<file path="src/rtl/opcode_decoder_pipe.sv">
// Two-stage registered opcode decoder: stage A captures the opcode, stage B
// produces a one-hot control vector with valid strobe and illegal-opcode tracking.
module opcode_decoder_pipe #(
    parameter int unsigned OP_W  = 4,
    parameter int unsigned N_OUT = 12,
    parameter int unsigned BASE  = 1,
    parameter int unsigned MODE  = 0,
    parameter int unsigned CNT_W = 8
) (
    input  logic             clk,
    input  logic             rst_n,
    input  logic             clr_i,
    input  logic [OP_W-1:0]  in_i,
    input  logic             en_op_i,
    input  logic             en_out_i,
    output logic [N_OUT-1:0] out_o,
    output logic             out_valid_o,
    output logic             illegal_o,
    output logic [CNT_W-1:0] ill_cnt_o
);

    localparam int unsigned OP_SPAN   = 1 << OP_W;
    localparam int unsigned MODE_PULSE = 1;

    // Every one-hot output must correspond to a representable opcode.
    if (BASE + N_OUT > OP_SPAN) begin : g_range_chk
        $fatal(1, "opcode_decoder_pipe: BASE+N_OUT exceeds opcode range");
    end

    logic [OP_W-1:0]  op_q, op_d;
    logic             op_v_q, op_v_d;
    logic [N_OUT-1:0] out_q, out_d;
    logic             valid_q, valid_d;
    logic             ill_q, ill_d;
    logic [CNT_W-1:0] cnt_q, cnt_d;

    logic [31:0]      op_ext;
    logic [N_OUT-1:0] onehot;
    logic             legal;

    // Decode of the currently captured opcode; an out-of-range value yields all zeros.
    always_comb begin
        op_ext = 32'(op_q);
        onehot = '0;
        for (int unsigned k = 0; k < N_OUT; k++) begin
            onehot[k] = (op_ext == BASE + k);
        end
        legal = |onehot;
    end

    always_comb begin
        op_d    = op_q;
        op_v_d  = op_v_q;
        out_d   = (MODE == MODE_PULSE) ? '0 : out_q;
        valid_d = 1'b0;
        ill_d   = ill_q;
        cnt_d   = cnt_q;

        if (clr_i) begin
            op_d   = '0;
            op_v_d = 1'b0;
            out_d  = '0;
            ill_d  = 1'b0;
            cnt_d  = '0;
        end else begin
            if (en_op_i) begin
                op_d   = in_i;
                op_v_d = 1'b1;
            end
            // Stage B consumes the pre-edge opcode, so same-edge captures decode later.
            if (en_out_i && op_v_q) begin
                valid_d = 1'b1;
                out_d   = onehot;
                ill_d   = ~legal;
                if (!legal && (cnt_q != {CNT_W{1'b1}})) begin
                    cnt_d = cnt_q + CNT_W'(1);
                end
            end
        end
    end

    always_ff @(posedge clk or negedge rst_n) begin
        if (!rst_n) begin
            op_q    <= '0;
            op_v_q  <= 1'b0;
            out_q   <= '0;
            valid_q <= 1'b0;
            ill_q   <= 1'b0;
            cnt_q   <= '0;
        end else begin
            op_q    <= op_d;
            op_v_q  <= op_v_d;
            out_q   <= out_d;
            valid_q <= valid_d;
            ill_q   <= ill_d;
            cnt_q   <= cnt_d;
        end
    end

    assign out_o       = out_q;
    assign out_valid_o = valid_q;
    assign illegal_o   = ill_q;
    assign ill_cnt_o   = cnt_q;

endmodule

</file>
<file path="config.mk">
export PLATFORM = sky130hd
export DESIGN_NAME = opcode_decoder_pipe
export DESIGN_NICKNAME = d
export VERILOG_FILES = /design/src/rtl/opcode_decoder_pipe.sv
export SDC_FILE = /design/constraint.sdc
export NUM_CORES = 1
export LEC_CHECK = 0
export ABC_CLOCK_PERIOD_IN_PS = 2400
export CORE_MARGIN = 10
export CORE_UTILIZATION = 35
export CTS_CLUSTER_SIZE = 14
export DETAILED_ROUTE_END_ITERATION = 10
export SLEW_MARGIN = 20
export SYNTH_ARGS = -nofsm -noshare
export SYNTH_HDL_FRONTEND = slang
export SYNTH_SLANG_ARGS = --single-unit
</file>
<file path="constraint.sdc">
create_clock -name clk -period 2.4 [get_ports clk]
set_input_delay 0.36 -clock clk [delete_from_list [all_inputs] [get_ports clk]]
set_output_delay 0.36 -clock clk [all_outputs]
set_load 0.01 [all_outputs]
</file>
==> results.cfg, run 1 <==
[outcome]
status = finished clean

[global_routing]
overflow = 0
grt_max_degree = 28
grt_pass1_wl_mm = 5.04
grt_usage_pct = 9.60
antenna_found_initial = 0
grt_pass1_vias = 1069

[power_and_ir_drop]
intPower_w = 0.000561
switching_share_pct = 24.3
power_w = 0.000741
p_clk_share_pct = 25.8
p_switching_w = 0.000180
cellLeakagePower_nw = 0.660
combPwrFrac_pct = 10.5
power.density_nw_per_um2 = 460
p_seq_share_pct = 63.7
max-vdd-ir-drop_mv = 0.206

[detailed_routing]
wl_per_cell_um = 14.3
viasPerCell = 5.10
wirelength_mm = 2.88
vias = 1026
drc = 0
drtPass1Iterations = 4
antenna_left = 0
drt_iter0_drc = 97

[finish]
nFillCells = 323
diodes = 0
syn_to_final_growth_pct = 30.0
drive_gt1_share_pct = 7.74
fin_nets = 166

[setup_path]
critPathBufInv = 0
crit_family = simple AND/OR/NAND/NOR gates
crit_type = reg2reg
crit_path_start_kind = flip-flop
path_cells = or4_4 -> a21o_2 -> nor4_1 -> mux2_2
rr_startpoint = op_q[3]
cp_max_fo = 12
crit_start = op_q[3]
cp_slowest_cell = or4_4
crit_arrival_ps = 2270
crit_path_max_incr_delay_ps = 520
worstPathRequired_ps = 2620
crit_path_end_kind = flip-flop

[timing]
grt_setup_unrepaired = false
hold_viol = 0
period_minus_slack_ps = 2050
tns_ps = 0
finalCritPeriodShare_pct = 85.5
slew_headroom_pct = 47.5
tightest_slew_ps = 787
fin_worst_skew_ps = 5.10
setup_viol = 0
drv_slew = 0
hold_ws_ps = 404
fmax_ghz = 0.488

[min_path]
min_path_type = in2async

[clock_tree]
numCtsBuffers = 3
ctsResizeCount = 0
cts.sinks = 27
post_cts_buffers = 0
cts-root-buf = clkbuf_4
cts_max_path_buffers = 2
cts_tree = built
clkTransAtPathRegs_ps = 140
clk_latency_ps = 320
cts_hold_buf = 0
htreeDepth = 1

[logic_synthesis]
syn-cell-area_um2 = 1240
ys_ff_latch = 27
yosysUniqueCellTypes = 29
synthCells = 124
avgSynthCellArea_um2 = 9.99
synthMuxAreaShare_pct = 4.14
synth_top_area_share_pct = 54.5
syn-num-nets = 134
ys_seq_area_share_pct = 54.5
synth_fa_ha_area_share_pct = 1.01
yosysTopAreaCell = dfrtp_1
synth_xor_area_share_pct = 0
yosys-top-cells-area = dfrtp_1 (55%), o21ai_0 (5.7%), nand2_1 (4.8%)
synthSimpleGateAreaFrac_pct = 19.1
ys_warn_count = 0
synth_compound_area_share_pct = 16.8
synth_top_family_by_area = simple AND/OR/NAND/NOR gates

[placement]
globalplace.congestion = 0.815
port_buffers = 30
hpwl_mm = 2.18

[floorplanning]
core_area_um2 = 3390
fp.dieArea_um2 = 6320
initial_utilization_pct = 36.5
die_x_um = 79.5
ios = 31
die_height_um = 79.5
row_count = 21

[run]
cap_violations = 0
-- per-stage QoR --
stage | std cells | cell area [um^2] | utilization, % | setup slack, ps
after floorplan | 124 | 1240 | - | 513
after global placement | 197 | 1580 | 46.7 | 316
after detailed placement | 197 | 1580 | 46.7 | 281
after CTS | 201 | 1610 | 47.5 | 302
after global routing | 201 | 1610 | 47.5 | 112
final | 201 | 1610 | 47.5 | 349
-- registers in the layout, summed over array words and instances, names as in the netlist --
name	flops
out_o	12
ill_cnt_o	8
op_q	4
illegal_o	1
op_v_q	1
out_valid_o	1
-- cell families after synthesis --
| kind of cell | Yosys count |
|---|---|
| AO/OA/AOI/OAI | 33 |
| adder cells (fa/ha/maj) | 1 |
| buffers and inverters | 10 |
| flip-flops | 27 |
| multiplexers | 5 |
| AND/OR/NAND/NOR | 48 |
-- power groups by stage --
stage / clock [W] / sequential, W / combinational (W)
6_report: 0.000191 / 0.000472 / 0.0000780
5_1_grt: 0.000217 / 0.000474 / 0.0000885
4_1_cts: 0.000202 / 0.000472 / 0.0000800
3_5_place_dp: 0 / 0.000481 / 0.0000797
3_3_place_gp: 0 / 0.000481 / 0.0000783
2_1_floorplan: 0 / 0.000481 / 0.0000402
-- cell usage in the layout (no fill, tap or decap), drive strengths merged --
cell type,count
nand3,2
o41ai,1
nand3b,2
o211ai,1
nor4,3
nor2b,4
nand2,16
inv,3
mux2i,4
a2111oi,2
clkbuf,3
clkinv,1
dfrtp,27
and3,2
a211oi,2
o31ai,2
ha,1
a32o,3
a21o,1
mux2,1
nor2,12
or4,1
a21oi,7
nand4,2
o21ai,14
clkdlybuf4s50,30
buf,4
or3,4
-- cells in the mapped netlist --
cell type	n
nand3_1	2
mux2_2	1
a32o_1	3
or3_1	3
ha_1	1
buf_6	1
a211oi_1	2
and3_1	2
a21o_2	1
nand3b_1	2
nor2b_1	4
dfrtp_1	27
nand4_1	2
o41ai_1	1
mux2i_1	4
o31ai_1	2
o21ai_0	14
o211ai_1	1
nor2_1	12
or4_4	1
buf_2	2
clkbuf_1	2
a2111oi_0	2
or3_2	1
nand2_1	16
nor4_1	3
a21oi_1	7
buf_4	2
inv_1	3
-- path summary, 6_finish.rpt --
kind / to / slack, ps / cells after the start
max in group asynchronous: out_valid_o / 1750 / 2
max: ill_cnt_o[5] / 350 / 4
min in group clk: out_o[7] / 490 / 2
max reg2reg: ill_cnt_o[5] / 350 / 4
min reg2reg: out_o[7] / 490 / 2
min: out_o[3] / 400 / 2
-- layer usage --
layer	wire length [um]	GRT usage [%]	vias to the layer above	share of wire (%)
li1	-	-	507	-
met2	1400	16.4	27	49
met4	13	3.05	0	0.45
met5	0	0	-	0
met1	1220	10.8	490	42
met3	246	3.49	2	8.6
-- layout make-up --
| type | count | area, um^2 | share of cell area, % |
|---|---|---|---|
| multi-input cells | 87 | 508 | 31.5 |
| clock buffers | 3 | 22.5 | 1.40 |
| flip-flops and latches | 27 | 676 | 42.0 |
| clock inverters | 1 | 5.00 | 0.311 |
| repair buffers | 34 | 330 | 20.5 |
| inverters | 3 | 11.3 | 0.699 |
| well taps | 46 | 57.6 | 3.57 |
No activity file was read; power rests on OpenSTA's default activity.
==> inputs of run 2 (changes only) <==
- CORE_UTILIZATION: 35 -> 25
==> run 2 against run 1 <==
Compared with the run above: sequential cell count unchanged; highest routed layer unchanged; hold slack better by 36 ps; non-clock buffer count rose by 1; cell area increased by 3.4%; die area up 29%; clock power increased by 41%; final cell count is 11% higher; combinational power rose by 3.7%; global-route usage is 1.9 points lower; sequential power about the same; first-iteration DRC count fell by 24%; worst setup slack got worse by 22 ps.
==> results.cfg, run 2 (synthesis gave the netlist of run 1 again) <==
[outcome]
status = finished clean

[finish]
diodes = 0
drive_gt1_share_pct = 8.33
multiInputGateArea_um2 = 508
nFillCells = 523
largest_reg_flops = 12
syn_to_final_growth_pct = 34.4
final_cell_mix = clkdlybuf4s50_1 (30), dfrtp_1 (27), nand2_1 (16)
ff_latch_area_um2 = 676
final_area_um2 = 1670
fin_nets = 167
layout_commonest_cell = clkdlybuf4s50_1

[clock_tree]
clkTransAtPathRegs_ps = 100
cts-root-buf = clkbuf_8
post_cts_buffers = 0
htreeDepth = 1
cts_tree = built
cts_hold_buf = 0
cts.sinks = 27
ctsResizeCount = 0
numCtsBuffers = 3
clk_latency_ps = 280
cts_max_path_buffers = 2

[global_routing]
grt_usage_pct = 7.66
grt_pass1_vias = 1040
antenna_found_initial = 0
grt_max_degree = 28
grt_pass1_wl_mm = 5.27
overflow = 0

[min_path]
min_path_type = in2async

[setup_path]
cp_slowest_cell = or4_4
critPathBufInv = 0
crit_family = simple AND/OR/NAND/NOR gates
crit_path_start_kind = flip-flop
path_cells = or4_4 -> a21o_2 -> nor4_1 -> mux2_2
crit_path_max_incr_delay_ps = 520
crit_type = reg2reg
cp_max_fo = 12
worstPathRequired_ps = 2570
crit_path_end_kind = flip-flop
crit_arrival_ps = 2240

[timing]
period_minus_slack_ps = 2070
setup_viol = 0
tightest_slew_ps = 762
finalCritPeriodShare_pct = 86.4
fmax_ghz = 0.482
drv_slew = 0
grt_setup_unrepaired = false
slew_headroom_pct = 49.2
tns_ps = 0
fin_worst_skew_ps = 3.92
hold_viol = 0
hold_ws_ps = 440

[detailed_routing]
drt_iter0_drc = 74
drtPass1Iterations = 4
wl_per_cell_um = 13.7
antenna_left = 0
vias = 1030
wirelength_mm = 3.06
viasPerCell = 4.62
drc = 0

[floorplanning]
row_count = 25
core_area_um2 = 4750
fp.dieArea_um2 = 8170
initial_utilization_pct = 26.1
die_height_um = 90.4
die_x_um = 90.4
ios = 31

[placement]
hpwl_mm = 2.30
dpl-instance-area_um2 = 1620
globalplace.congestion = 0.790
port_buffers = 30

[run]
cap_violations = 0

[power_and_ir_drop]
power_w = 0.000823
cellLeakagePower_nw = 0.668
power.density_nw_per_um2 = 494
max-vdd-ir-drop_mv = 0.198
[run 2: cell types whose count changed in the layout (fill, tap and decap cells not counted)]
cell | before | now
clkbuf_8 | 0 | 3
clkbuf_4 | 3 | 0
buf_4 | 4 | 5
clkinvlp_4 | 0 | 1
clkinv_2 | 1 | 0
[run 2: power breakdown]
part / internal (W) / leakage [nW] / switching [W]
Sequential: 0.000463 / 0.372 / 0.00000906
Combinational: 0.0000366 / 0.275 / 0.0000443
Clock: 0.000118 / 0.0217 / 0.000151
Total: 0.000618 / 0.668 / 0.000205
[run 2: stage by stage]
stage | utilization (%) | cells | worst slack, ps
after floorplan | - | 124 | 513
after global placement | 34.0 | 219 | 410
after detailed placement | 34.0 | 219 | 353
after CTS | 35.0 | 223 | 334
after global routing | 35.0 | 223 | 233
final | 35.0 | 223 | 327
[run 2: final cells by class]
| cell class | instances | area share, % |
|---|---|---|
| well taps | 67 | 5.03 |
| flip-flops and latches | 27 | 40.6 |
| inverters | 3 | 0.676 |
| multi-input cells | 87 | 30.5 |
| repair buffers | 35 | 20.3 |
| clock buffers | 3 | 2.48 |
| clock inverters | 1 | 0.451 |
[run 2: final timing paths]
path | from | end | slack [ps] | cells past startpoint
max | op_q[3] | ill_cnt_o[5] | 330 | 4
min | rst_n | ill_cnt_o[3] | 440 | 2
max reg2reg | op_q[3] | ill_cnt_o[5] | 330 | 4
min reg2reg | out_o[6] | out_o[6] | 490 | 2
max in group asynchronous | rst_n | out_o[11] | 1700 | 2
min in group clk | out_o[6] | out_o[6] | 490 | 2
[run 2: layer usage]
metal	routed length, um	global-route usage (%)
met5	0	0
met1	1450	9.68
met3	143	1.75
met4	36	3.98
met2	1430	11.9
